--- config.mk ---
export PLATFORM = sky130hd
export DESIGN_NAME = fixed_point_division_flat
export DESIGN_NICKNAME = d
export VERILOG_FILES = /design/src/rtl/fixed_point_division_pkg.sv /design/src/rtl/fixed_point_division_if.sv /design/src/rtl/fpd_datapath.sv /design/src/rtl/fixed_point_division.sv /design/src/flat_wrapper.sv
export SDC_FILE = /design/constraint.sdc
export NUM_CORES = 1
export LEC_CHECK = 0
export ABC_CLOCK_PERIOD_IN_PS = 2600
export BUFFER_PORTS_ARGS = -buffer_cell sky130_fd_sc_hd__clkbuf_2
export CORE_ASPECT_RATIO = 2
export CORE_MARGIN = 8
export CORE_UTILIZATION = 35
export DETAILED_ROUTE_END_ITERATION = 7
export SLEW_MARGIN = 20
export SYNTH_ARGS = -nofsm -noshare
export SYNTH_HDL_FRONTEND = slang
export SYNTH_HIERARCHICAL = 1
export SYNTH_SLANG_ARGS = --single-unit
--- constraint.sdc ---
create_clock -name clk -period 2.6 [get_ports clk]
set_input_delay 0.52 -clock clk [delete_from_list [all_inputs] [get_ports clk]]
set_output_delay 0.52 -clock clk [all_outputs]
set_load 0.05 [all_outputs]
--- src/rtl/fixed_point_division_pkg.sv ---
// rtl/fixed_point_division_pkg.sv - shared constants and FSM state type for the fixed-point divider
// Holds the default operand format, the iteration count and the controller state encoding.
package fixed_point_division_pkg;

  localparam int WIDTH = 10;             // operand and quotient width
  localparam int FRAC  = 4;              // fractional bits (unsigned Q6.4)
  localparam int ITER  = WIDTH + FRAC;   // iterations = extended dividend width
  localparam int CNT_W = $clog2(ITER);   // iteration counter width

  typedef enum logic [1:0] {
    LOAD    = 2'd0,
    INIT    = 2'd1,
    COMPUTE = 2'd2,
    DONE    = 2'd3
  } state_t;

endpackage

--- src/rtl/fixed_point_division_if.sv ---
// rtl/fixed_point_division_if.sv - operand-load handshake and result bus of the divider
// master: drives loading_done, start, ld_a, ld_b, A, B; observes Q, ov, gT, dvz, CO_CNT.
// slave : the divider side of the same signals.
interface fixed_point_division_if;
  import fixed_point_division_pkg::*;

  logic             loading_done;
  logic             start;
  logic             ld_a;
  logic             ld_b;
  logic [WIDTH-1:0] A;
  logic [WIDTH-1:0] B;
  logic [WIDTH-1:0] Q;
  logic             ov;
  logic             gT;
  logic             dvz;
  logic             CO_CNT;

  modport master (
    output loading_done, start, ld_a, ld_b, A, B,
    input  Q, ov, gT, dvz, CO_CNT
  );

  modport slave (
    input  loading_done, start, ld_a, ld_b, A, B,
    output Q, ov, gT, dvz, CO_CNT
  );

endinterface

--- src/rtl/fpd_datapath.sv ---
// rtl/fpd_datapath.sv - restoring shift/subtract datapath of the fixed-point divider
// Ports: clk, rst (sync, active-high); ld_a/ld_b load enables; init clears the
// iteration state; computing advances one iteration per cycle; a_in/b_in operands;
// gt comparator status; last marks the final iteration; b_zero divisor is zero;
// qs_next is the quotient shift register including the bit decided this cycle.
module fpd_datapath
  import fixed_point_division_pkg::*;
(
  input  logic             clk,
  input  logic             rst,
  input  logic             ld_a,
  input  logic             ld_b,
  input  logic             init,
  input  logic             computing,
  input  logic [WIDTH-1:0] a_in,
  input  logic [WIDTH-1:0] b_in,
  output logic             gt,
  output logic             last,
  output logic             b_zero,
  output logic [ITER-1:0]  qs_next
);

  logic [WIDTH-1:0] a_reg;
  logic [WIDTH-1:0] b_reg;
  logic [ITER-1:0]  n_reg;
  logic [WIDTH:0]   r_reg;
  logic [ITER-1:0]  qs_reg;
  logic [CNT_W-1:0] cnt;

  logic [WIDTH:0]   trial;
  logic             trial_ge;

  // The remainder is always below the divisor, so its low WIDTH bits plus the
  // next dividend bit form the full trial value.
  assign trial    = {r_reg[WIDTH-1:0], n_reg[ITER-1]};
  assign trial_ge = (trial >= {1'b0, b_reg});
  assign gt       = computing & trial_ge;
  assign qs_next  = {qs_reg[ITER-2:0], trial_ge};
  assign last     = (cnt == CNT_W'(ITER - 1));
  assign b_zero   = (b_reg == '0);

  always_ff @(posedge clk) begin
    if (rst) begin
      a_reg  <= '0;
      b_reg  <= '0;
      n_reg  <= '0;
      r_reg  <= '0;
      qs_reg <= '0;
      cnt    <= '0;
    end else begin
      if (ld_a) a_reg <= a_in;
      if (ld_b) b_reg <= b_in;
      if (init) begin
        n_reg  <= {a_reg, {FRAC{1'b0}}};
        r_reg  <= '0;
        qs_reg <= '0;
        cnt    <= '0;
      end else if (computing) begin
        n_reg  <= {n_reg[ITER-2:0], 1'b0};
        r_reg  <= trial_ge ? (trial - {1'b0, b_reg}) : trial;
        qs_reg <= qs_next;
        cnt    <= cnt + 1'b1;
      end
    end
  end

endmodule

--- src/rtl/fixed_point_division.sv ---
// rtl/fixed_point_division.sv - sequential unsigned Q6.4 divider, FSM controller and result registers
// Ports: clk, rst (sync, active-high); bus (slave) carries loading_done, start,
// ld_a, ld_b, A, B in and Q, ov, gT, dvz, CO_CNT out.
module fixed_point_division
  import fixed_point_division_pkg::*;
(
  input  logic                  clk,
  input  logic                  rst,
  fixed_point_division_if.slave bus
);

  state_t           state;
  logic [WIDTH-1:0] q_r;
  logic             ov_r;
  logic             dvz_r;
  logic             co_r;

  logic             gt;
  logic             last;
  logic             b_zero;
  logic [ITER-1:0]  qs_next;

  fpd_datapath u_datapath (
    .clk       (clk),
    .rst       (rst),
    .ld_a      (bus.ld_a & (state == LOAD)),
    .ld_b      (bus.ld_b & (state == LOAD)),
    .init      (state == INIT),
    .computing (state == COMPUTE),
    .a_in      (bus.A),
    .b_in      (bus.B),
    .gt        (gt),
    .last      (last),
    .b_zero    (b_zero),
    .qs_next   (qs_next)
  );

  always_ff @(posedge clk) begin
    if (rst) begin
      state <= LOAD;
      q_r   <= '0;
      ov_r  <= 1'b0;
      dvz_r <= 1'b0;
      co_r  <= 1'b0;
    end else begin
      case (state)
        LOAD: begin
          if (bus.loading_done) state <= INIT;
        end
        INIT: begin
          if (b_zero) begin
            q_r   <= '1;
            ov_r  <= 1'b1;
            dvz_r <= 1'b1;
            co_r  <= 1'b1;
            state <= DONE;
          end else begin
            state <= COMPUTE;
          end
        end
        COMPUTE: begin
          // Result is taken from qs_next so the last decided bit is included.
          if (last) begin
            co_r  <= 1'b1;
            state <= DONE;
            if (|qs_next[ITER-1:WIDTH]) begin
              q_r  <= '1;
              ov_r <= 1'b1;
            end else begin
              q_r  <= qs_next[WIDTH-1:0];
              ov_r <= 1'b0;
            end
          end
        end
        DONE: begin
          // Q is deliberately kept so the last result stays readable.
          if (bus.start) begin
            co_r  <= 1'b0;
            ov_r  <= 1'b0;
            dvz_r <= 1'b0;
            state <= LOAD;
          end
        end
        default: state <= LOAD;
      endcase
    end
  end

  assign bus.Q      = q_r;
  assign bus.ov     = ov_r;
  assign bus.dvz    = dvz_r;
  assign bus.CO_CNT = co_r;
  assign bus.gT     = gt;

endmodule

--- src/flat_wrapper.sv ---
// flat-port wrapper written by rule: the top's interface ports become plain ports
module fixed_point_division_flat import fixed_point_division_pkg::*;
  (clk, rst, bus_loading_done, bus_start, bus_ld_a, bus_ld_b, bus_A, bus_B, bus_Q, bus_ov, bus_gT, bus_dvz, bus_CO_CNT);
  fixed_point_division_if bus_i ();
  input  logic clk;
  input  logic rst;
  input wire logic [$bits(bus_i.loading_done)-1:0] bus_loading_done;
  input wire logic [$bits(bus_i.start)-1:0] bus_start;
  input wire logic [$bits(bus_i.ld_a)-1:0] bus_ld_a;
  input wire logic [$bits(bus_i.ld_b)-1:0] bus_ld_b;
  input wire logic [$bits(bus_i.A)-1:0] bus_A;
  input wire logic [$bits(bus_i.B)-1:0] bus_B;
  output wire logic [$bits(bus_i.Q)-1:0] bus_Q;
  output wire logic [$bits(bus_i.ov)-1:0] bus_ov;
  output wire logic [$bits(bus_i.gT)-1:0] bus_gT;
  output wire logic [$bits(bus_i.dvz)-1:0] bus_dvz;
  output wire logic [$bits(bus_i.CO_CNT)-1:0] bus_CO_CNT;
  assign bus_i.loading_done = bus_loading_done;
  assign bus_i.start = bus_start;
  assign bus_i.ld_a = bus_ld_a;
  assign bus_i.ld_b = bus_ld_b;
  assign bus_i.A = bus_A;
  assign bus_i.B = bus_B;
  assign bus_Q = bus_i.Q;
  assign bus_ov = bus_i.ov;
  assign bus_gT = bus_i.gT;
  assign bus_dvz = bus_i.dvz;
  assign bus_CO_CNT = bus_i.CO_CNT;
  fixed_point_division u_core (.clk(clk), .rst(rst), .bus(bus_i));
endmodule
# Word-level counts from Yosys, hierarchy flattened
# Index checks and enable logic that the tools add are counted.
[word_totals]
reg_bits = 72
wordCells = 56
output_inout_bits = 14
inputBits = 26
[op_classes]
bitwise = 3
eq_ne = 8
addsub = 2
muxes = 20
order_cmp = 1
reduce_logical = 11
[ops]
columns = ["operator", "n"]
rows = [
  ["10-bit 2-to-1 mux", 4],
  ["14-bit 2-to-1 mux", 2],
  ["10-bit one-hot mux with 2 select lines", 1],
  ["11-bit by 10-bit greater-or-equal comparator with 1-bit output", 1],
  ["10-bit logical NOT", 1],
  ["10-bit subtractor", 1],
  ["3-bit AND reduction", 3],
  ["2-bit one-hot mux with 4 select lines", 1],
  ["1-bit 2-to-1 mux", 6],
  ["2-bit 2-to-1 mux", 3],
  ["1-bit one-hot mux with 3 select lines", 2],
  ["4-bit by 1-bit adder with 4-bit output, second input constant", 1],
  ["2-bit equality test, second input constant", 2],
  ["4-bit equality test, second input constant", 1],
  ["2-bit by 1-bit inequality test with 1-bit output, second input constant", 2],
  ["2-bit inequality test, second input constant", 2],
  ["4-bit AND reduction", 1],
  ["2-bit nonzero test", 2],
  ["4-bit OR reduction", 1],
  ["1-bit AND", 3],
  ["3-bit nonzero test", 1],
  ["2-bit by 1-bit equality test with 1-bit output, second input constant", 1],
  ["2-bit logical NOT", 1],
  ["1-bit one-hot mux with 2 select lines", 1],
  ["2-bit OR reduction", 1],
]

# Logic depth before layout (Yosys ltp)
# Gate-level depths: netlist (run 1).
[depth]
ltp_word = 4
depth_mapped = 11

# Cells and area by module
# The synthesis (run 1) kept the hierarchy.
[by_module_without_submodules]
columns = ["mod", "cells_per_inst", "instances", "area_each_um2"]
rows = [
  ["fpd_datapath", 310, 1, 2803.9],
  ["fixed_point_division", 67, 1, 730.7],
]

# Least setup slack after synthesis (run 1)
# No wires, ideal clock.
[synth_path]
path_type = "register to output"
start = "register u_core.u_datapath.b_reg[5]"
end = "output bus_gT"
slack_ps = 59
path_buffers = 2
required_time_ps = 2080
arrival_time_ps = 2021
stages_incl_launch_ff = 11
path_cell_list = "dfxtp_1 inv_1 ha_1 buf_4 and4_4 a41oi_2 o211ai_4 nor2_4 inv_4 buf_12 and2_1"
[synth_via]
elab_chain_cells = 2
[synth_rtl]
columns = ["item", "line_no", "source"]
rows = [
  ["start: declaration", "fpd_datapath.sv:24", "logic [WIDTH-1:0] b_reg;"],
  ["start signal: assignment", "fpd_datapath.sv:52", "if (ld_b) b_reg <= b_in;"],
  ["11-bit by 10-bit greater-or-equal comparator with 1-bit output", "fpd_datapath.sv:36", "assign trial_ge = (trial >= {1'b0, b_reg});"],
  ["named net u_core.u_datapath.trial_ge", "fpd_datapath.sv:31", "logic trial_ge;"],
  ["1-bit AND", "fpd_datapath.sv:37", "assign gt = computing & trial_ge;"],
  ["end: declaration", "flat_wrapper.sv:15", "output wire logic [$bits(bus_i.gT)-1:0] bus_gT;"],
]
# The timed path passes the listed nets, and every way through them passes these cells.

# Worst setup path in the final report (run 1)
[layout_path]
start = "register u_core.u_datapath.b_reg[4]"
end = "output bus_gT"
[layout_via]
elab_chain_cells = 2
[layout_rtl]
columns = ["item", "line_no", "source"]
rows = [
  ["11-bit by 10-bit greater-or-equal comparator with 1-bit output", "fpd_datapath.sv:36", ""],
  ["named net u_core.qs_next[0]", "fixed_point_division.sv:21", "logic [ITER-1:0] qs_next;"],
  ["1-bit AND", "fpd_datapath.sv:37", ""],
]
# The timed path passes the listed nets, and every way through them passes these cells.

==> metrics.md, run 1 <==
| Metric | Value |
|---|---|
| Max stage delay cell, worst path | `dfxtp_1` |
| Final Setup Violations | `0` |
| Drc violations | `0` |
| Max cap viols | `0` |
| Flops & latches, synth | `72` |
| Syn_area_per_cell | `9.38 um2` |
| Fin Clk Skew | `0.00799 ns` |
| First-pass GRT wire length | `13.0 mm` |
| Grt ovf | `0` |
| Min Tclk post-route | `2.53 ns` |
| Max reg flops | `13` |
| Share of cells above drive strength 1 | `28.2%` |
| Die H | `158 um` |
| Worst-case clock buffer depth | `2` |
| WP data required | `2.08 ns` |
| Crit path max fanout | `2` |
| Synth top area cells | `dfxtp_1 41%, mux2i_1 13%, nor2_1 6.9%` |
| GP Congestion | `0.812` |
| CP bufs+invs | `3` |
| Worst setup path category | `flop to primary output` |
| Initial DRT Pass Iterations | `4` |
| I/O pin count | `40` |
| Antenna Nets Post-Route | `0` |
| HP Class | `input pin to flop` |
| Fin worst setup slack | `0.0728 ns` |
| Distinct cells, synth | `55` |
| Initial Util | `35.5%` |
| CP top delay family | `simple AND/OR/NAND/NOR gates` |
| Antenna Cells | `0` |
| Post-Route Utilization | `44.6%` |
| Dpl hpwl | `5.35 mm` |
| Clock buffer count from CTS | `9` |
| Worst vdd ir | `710 uV` |
| Die W | `87.1 um` |
| Max incr delay on CP | `0.33 ns` |
| Vias | `2,772` |
| Core Area | `9950 um2` |
| Synth top area share | `40.8%` |
| Synth Flop Type | `dfxtp_1` |
| Most frequent cells in the layout | `65 x nor2_1, 65 x dfxtp_1, 45 x mux2i_1` |
| PD cells | `1380 nW/um2` |
| Ys Warns | `6` |
| Vias in the first global route | `2,665` |
| Htree depth | `3` |
| Startpoint types | `flop` |
| Final Hold Viols | `0` |
| Syn Inst Count | `377` |
| Period Utilization, post-route | `97.2%` |
| Cts hold-fix bufs | `0` |
| Drt total wl | `7.82 mm` |
| Syn_nets | `422` |
| Outcome | `finished, final reports clean` |
| Worst path cell trace | `inv_1, ha_4, and4_4, a41oi_4, o211ai_4, nor2_4, inv_4, and2_4, clkbuf_16` |
| Non-Filler Instances | `571` |
| Nets | `476` |
| Pre-CTS WS | `0.0759 ns` |
| Largest net degree at the start of global routing | `39` |
| TNS Setup | `0 ns` |
| Port Buf Inserts | `39` |
| Slew Viols, Final | `0` |
| Leakage | `0.00180 uW` |
| Slew headroom | `59.9%` |
| Die area | `13,800 um2` |
| Synth area leader | `dfxtp_1` |
| EDFF count, synth | `0` |
| Clk Latency, worst-skew pair | `0.33 ns` |
| Routed length per instance | `13.7 um` |
| Total track usage | `11.9%` |
| CTS Root Cell | `clkbuf_16` |
| Inst Count DP | `543` |
| Endpoint class of the critical path | `primary output` |
| Cell Rows | `52` |
| Initial antenna violation count | `0` |
| Layout area overhead | `25.5%` |
| Post-Syn Area | `3530 um2` |
| TritonCTS clock tree | `yes` |
| Synth async-reset ratio | `0%` |
| Max frequency | `396 MHz` |
| Seq/Total Area, Yosys | `40.8%` |
| Worst Tran Pin Value | `0.601 ns` |
| Clock slew at the register clock pins of the worst setup and hold paths | `0.06 ns` |
| Clk sink count | `72` |
| Initial DRC Count | `137` |
| Vias/cell | `4.85` |
| Worst Path Arrival | `2.01 ns` |
==> metal layers <==
| layer | share of wire [%] | vias to the layer above | GRT usage [%] |
|---|---|---|---|
| li1 | - | 1445 | - |
| met1 | 47 | 1258 | 14.7 |
| met2 | 46 | 59 | 18.3 |
| met3 | 4.2 | 10 | 3.38 |
| met4 | 2.2 | 0 | 5.62 |
| met5 | 0 | - | 0 |
==> through the flow <==
| stage | instance area, um2 | power (uW) | hold WS [ns] |
|---|---|---|---|
| floorplan | 3530 | 4030 | 0.454 |
| global placement | 3870 | 4470 | 0.461 |
| detailed placement | 3870 | 4470 | 0.464 |
| CTS | 4370 | 6110 | 0.419 |
| global route | 4440 | 6540 | 0.432 |
| finish | 4440 | 6140 | 0.426 |
==> area by class of cell <==
| cell class | instances | area, um2 |
|---|---|---|
| Tap cell | 135 | 169 |
| Inverter | 19 | 73.8 |
| Multi-Input combinational cell | 266 | 2040 |
| Fill cell | 963 | 5520 |
| Clock inverter | 7 | 81.3 |
| Sequential cell | 72 | 1450 |
| Timing Repair Buffer | 63 | 395 |
| Clock buffer | 9 | 225 |
==> where the power goes <==
part | internal (uW) | total (uW) | switching [uW]
sequential | 1350 | 1520 | 174
clock | 752 | 1250 | 499
combinational | 1520 | 3360 | 1840
==> tightest hold or removal path: stages <==
cell	delay, ns
clkbuf_2	0.07
mux2i_1	0.05
nor2_1	0.07
==> path summary, 6_finish.rpt <==
path	from	end	slack, ns	cells after the start
hold / removal	bus_B[0]	u_core/u_datapath/b_reg[0]	0.43	3
setup / recovery	u_core/u_datapath/b_reg[4]	bus_gT	0.07	9
hold reg to reg	u_core/bus.CO_CNT	u_core/bus.CO_CNT	0.48	2
setup reg to reg	u_core/u_datapath/r_reg[0]	u_core/u_datapath/r_reg[9]	0.42	8
==> synth_stat cells (all sizes together) (5+ instances only) <==
cell,number
mux2i,45
nor2b,6
xnor2,5
clkbuf,10
inv,18
a21oi,23
a21o,6
ha,18
nor3,8
nand2,9
dfxtp,72
nor2,66
o21ai,11
buf,10
o221a,10
or4,5
==> what timing repair did <==
action,4_1_cts,5_1_grt
pin swaps,6,7
endpoints found under the hold margin,0,0
buffers inserted,12,0
gates resized for setup,15,12
endpoints found under the setup margin,1,1
==> logic make-up after synthesis <==
group                      Yosys count  share of synthesized area, %
and+or+nand+nor                    120                          16.5
AOI/OAI and AO/OA                   72                          15.0
muxes                               47                          13.4
adders and majority gates           19                          6.94
DFF                                 72                          40.8
buffers and inverters               39                          5.38
xor gates and xnor gates             8                          1.98
Note: power is estimated with default switching activity, not from simulation.
==> run 2: changes to the inputs <==
ABC_AREA = 1   (was unset)
ABC_CLOCK_PERIOD_IN_PS = 3200   (was 2600)
clock period = 3.2 ns   (was 2.6 ns; I/O delays follow)
==> run 2 against run 1 <==
Non-clock buffer count decreased by 21. Via count increased by 22%. Synthesized cell count grew 44%. Largest cell class unchanged. Sequential share of layout area fell by 0.56 points. Critical endpoint unchanged. Cell area rose by 0.96%. Routed wire length grew 12%. Power decreased by 25%. Die area rose by 8.6%.
==> metrics.md, run 2 <==
| Metric | Value |
|---|---|
| Distinct cells, synth | `36 (was 55)` |
| Leakage | `0.00198 uW (was 0.00180 uW)` |
| Worst-case clock buffer depth | `2 (unchanged)` |
| Resized Gates After CTS | `0 (was 15)` |
| Initial Util | `35.8% (was 35.5%)` |
| Die W | `90.5 um (was 87.1 um)` |
| Outcome | `finished, final reports clean (unchanged)` |
| Initial DRC Count | `153 (was 137)` |
| Slew headroom | `36.4% (was 59.9%)` |
| Final Setup Violations | `0 (unchanged)` |
| I/O pin count | `40 (unchanged)` |
| Max cap viols | `0 (unchanged)` |
| Drc violations | `0 (unchanged)` |
| Most frequent cells in the layout | `119 x nand2_1, 72 x dfxtp_1, 68 x nor2_1 (was 65 x nor2_1, 65 x dfxtp_1, 45 x mux2i_1)` |
| Htree depth | `3 (unchanged)` |
| Synth Flop Type | `dfxtp_1 (unchanged)` |
| Max reg flops | `13 (unchanged)` |
| First-pass GRT wire length | `14.7 mm (was 13.0 mm)` |
| PD cells | `1030 nW/um2 (was 1380 nW/um2)` |
| Syn_area_per_cell | `7.19 um2 (was 9.38 um2)` |
| TNS Setup | `0 ns (unchanged)` |
| Min Tclk post-route | `2.85 ns` |
| Worst vdd ir | `398 uV (was 710 uV)` |
| Vias/cell | `4.71 (was 4.85)` |
| Cell area after layout | `4480 um2 (was 4440 um2)` |
| Antenna Nets Post-Route | `0 (unchanged)` |
| Synth area leader | `dfxtp_1 (unchanged)` |
| Syn_nets | `586 (was 422)` |
| Die area | `14,900 um2 (was 13,800 um2)` |
| Post-Route Utilization | `41.2% (was 44.6%)` |
| GP Congestion | `0.858 (was 0.812)` |
| Slew Viols, Final | `0 (unchanged)` |
| EDFF count, synth | `0 (unchanged)` |
| FILL cells | `1,127 (was 963)` |
| Antenna Cells | `0 (unchanged)` |
| Largest net degree at the start of global routing | `31 (was 39)` |
| Crit path max fanout | `12 (was 2)` |
| Drt total wl | `8.77 mm (was 7.82 mm)` |
| Initial DRT Pass Iterations | `4 (unchanged)` |
| Synth top area cells | `dfxtp_1 37%, nand2_1 11%, nor2_1 6.6% (was dfxtp_1 41%, mux2i_1 13%, nor2_1 6.9%)` |
| TritonCTS clock tree | `yes (unchanged)` |
| Worst Tran Pin Value | `0.953 ns (was 0.601 ns)` |
| Cell Rows | `54 (was 52)` |
| Synth top area share | `37.1% (was 40.8%)` |
| WP data required | `2.56 ns (was 2.08 ns)` |
| Seq/Total Area, Yosys | `37.1% (was 40.8%)` |
| Post-Syn Area | `3890 um2 (was 3530 um2)` |
| Power Total | `4630 uW (was 6140 uW)` |
| HP Class | `flop to flop (was input pin to flop)` |
| Vias in the first global route | `3,398 (was 2,665)` |
| Grt ovf | `0 (unchanged)` |
| Inst Count DP | `702 (was 543)` |
| Vias | `3,383 (was 2,772)` |
| Share of cells above drive strength 1 | `22.7% (was 28.2%)` |
| Top-count cell post-synth | `nand2_1 (was dfxtp_1)` |
| Syn Inst Count | `541 (was 377)` |
| Endpoint class of the critical path | `primary output (unchanged)` |
| Multi-input logic area | `2080 um2 (was 2040 um2)` |
| Clk sink count | `72 (unchanged)` |
| Final Hold Viols | `0 (unchanged)` |
| Startpoint types | `flop (unchanged)` |
| Clk Latency, worst-skew pair | `0.33 ns (about the same)` |
| Synth async-reset ratio | `0% (unchanged)` |
| RSZ-0062 raised after global routing | `false` |
| Commonest cells post-synth | `119 x nand2_1, 72 x dfxtp_1, 68 x nor2_1 (was 72 x dfxtp_1, 65 x nor2_1, 45 x mux2i_1)` |
| Nets | `618 (was 476)` |
| Setup Fix Bufs, Post-CTS | `0 (was 12)` |
| Cts hold-fix bufs | `0 (unchanged)` |
| Fin Clk Skew | `0.00466 ns (was 0.00799 ns)` |
| Ys Warns | `6 (unchanged)` |
| Layout area overhead | `15.1% (was 25.5%)` |
| Core Area | `10,900 um2 (was 9950 um2)` |
| Routed length per instance | `12.2 um (was 13.7 um)` |
| Period Utilization, post-route | `89.2%` |
| Port Buf Inserts | `39 (unchanged)` |
| Clock slew at the register clock pins of the worst setup and hold paths | `0.06 ns (about the same)` |
| Most common cell after layout, fill and taps aside | `nand2_1` |
| Initial antenna violation count | `0 (unchanged)` |
| Dpl hpwl | `6.64 mm (was 5.35 mm)` |
| Flops & latches, synth | `72 (unchanged)` |
| Worst Path Arrival | `2.21 ns (was 2.01 ns)` |
| Total track usage | `12.1% (was 11.9%)` |
| Clock buffer count from CTS | `9 (unchanged)` |
| Register Area | `1440 um2 (was 1450 um2)` |
| Max frequency | `350 MHz` |
| Worst setup path category | `flop to primary output (unchanged)` |
| Placement Cell Area | `4170 um2 (was 3870 um2)` |
| Non-Filler Instances | `718 (was 571)` |
| CTS Root Cell | `clkbuf_16 (unchanged)` |
| Die H | `165 um (was 158 um)` |
[run 2: cell count changes in the layout (fill, tap and decap cells not counted), moves of 11 or more]
cell     before  now
o21ai_0       9   27
mux2i_1      45    0
nand2_1       9  119
inv_1        14   49
a21oi_2       0   11
buf_4        24    3
nand2_2       0   25
a21oi_1      23   35
[run 2: path summary, 6_finish.rpt]
kind                                                    from                      endpoint  slack, ns  depth (start not counted)
worst max-delay path              u_core/u_datapath/b_reg[7]                        bus_gT       0.35                          9
worst min-delay path            u_core/u_datapath/qs_reg[12]  u_core/u_datapath/qs_reg[12]       0.47                          2
worst max register to register               u_core/state[1]   u_core/u_datapath/qs_reg[8]       1.01                          5
worst min register to register  u_core/u_datapath/qs_reg[12]  u_core/u_datapath/qs_reg[12]       0.47                          2
[run 2: logic make-up (layout without fill, tap and decap cells)]
family	Yosys count	after routing	share of synthesized area [%]
and+or+nand+nor	274	274	33.3
buffers and inverters	88	125	9.55
AOI/OAI and AO/OA	85	85	13.1
DFF	72	72	37.1
adders and majority gates	19	19	6.30
xor gates and xnor gates	3	3	0.676
[run 2: area by class of cell]
class / instances / area share, %
Inverter: 67 / 5.67
Timing Repair Buffer: 42 / 4.86
Tap cell: 140 / 3.91
Clock buffer: 11 / 5.20
Multi-Input combinational cell: 381 / 46.4
Clock inverter: 5 / 1.82
Sequential cell: 72 / 32.2
[run 2: where the power goes]
group / switching, uW / total (uW) / internal [uW]
clock network: 373 / 1060 / 683
registers: 125 / 1230 / 1100
logic: 1610 / 2350 / 741
total: 2100 / 4630 / 2530
[run 2: worst max-delay path: stages, from the launching register on]
cell	delay, ns
dfxtp_1	0.31
inv_1	0.06
ha_1	0.35
nand2_1	0.11
nor2_1	0.31
nand2_8	0.12
nand2_4	0.19
nand2_2	0.09
inv_1	0.06
clkbuf_2	0.27
[run 2: per-stage QoR]
stage	worst slack (ns)	hold slack [ns]
6_report	0.347	0.467
5_1_grt	0.179	0.486
4_1_cts	0.311	0.469
3_5_place_dp	0.679	0.458
3_3_place_gp	0.729	0.433
2_1_floorplan	0.966	0.422
[run 2: layer usage]
metal  track usage [%]  wire (um)  vias to the layer above
li1                  -          -                     1780
met2              23.1       4680                       67
met5                 0          0                        -
met4              8.47        287                        0
met3              2.31        274                       22
met1              11.3       3520                     1514
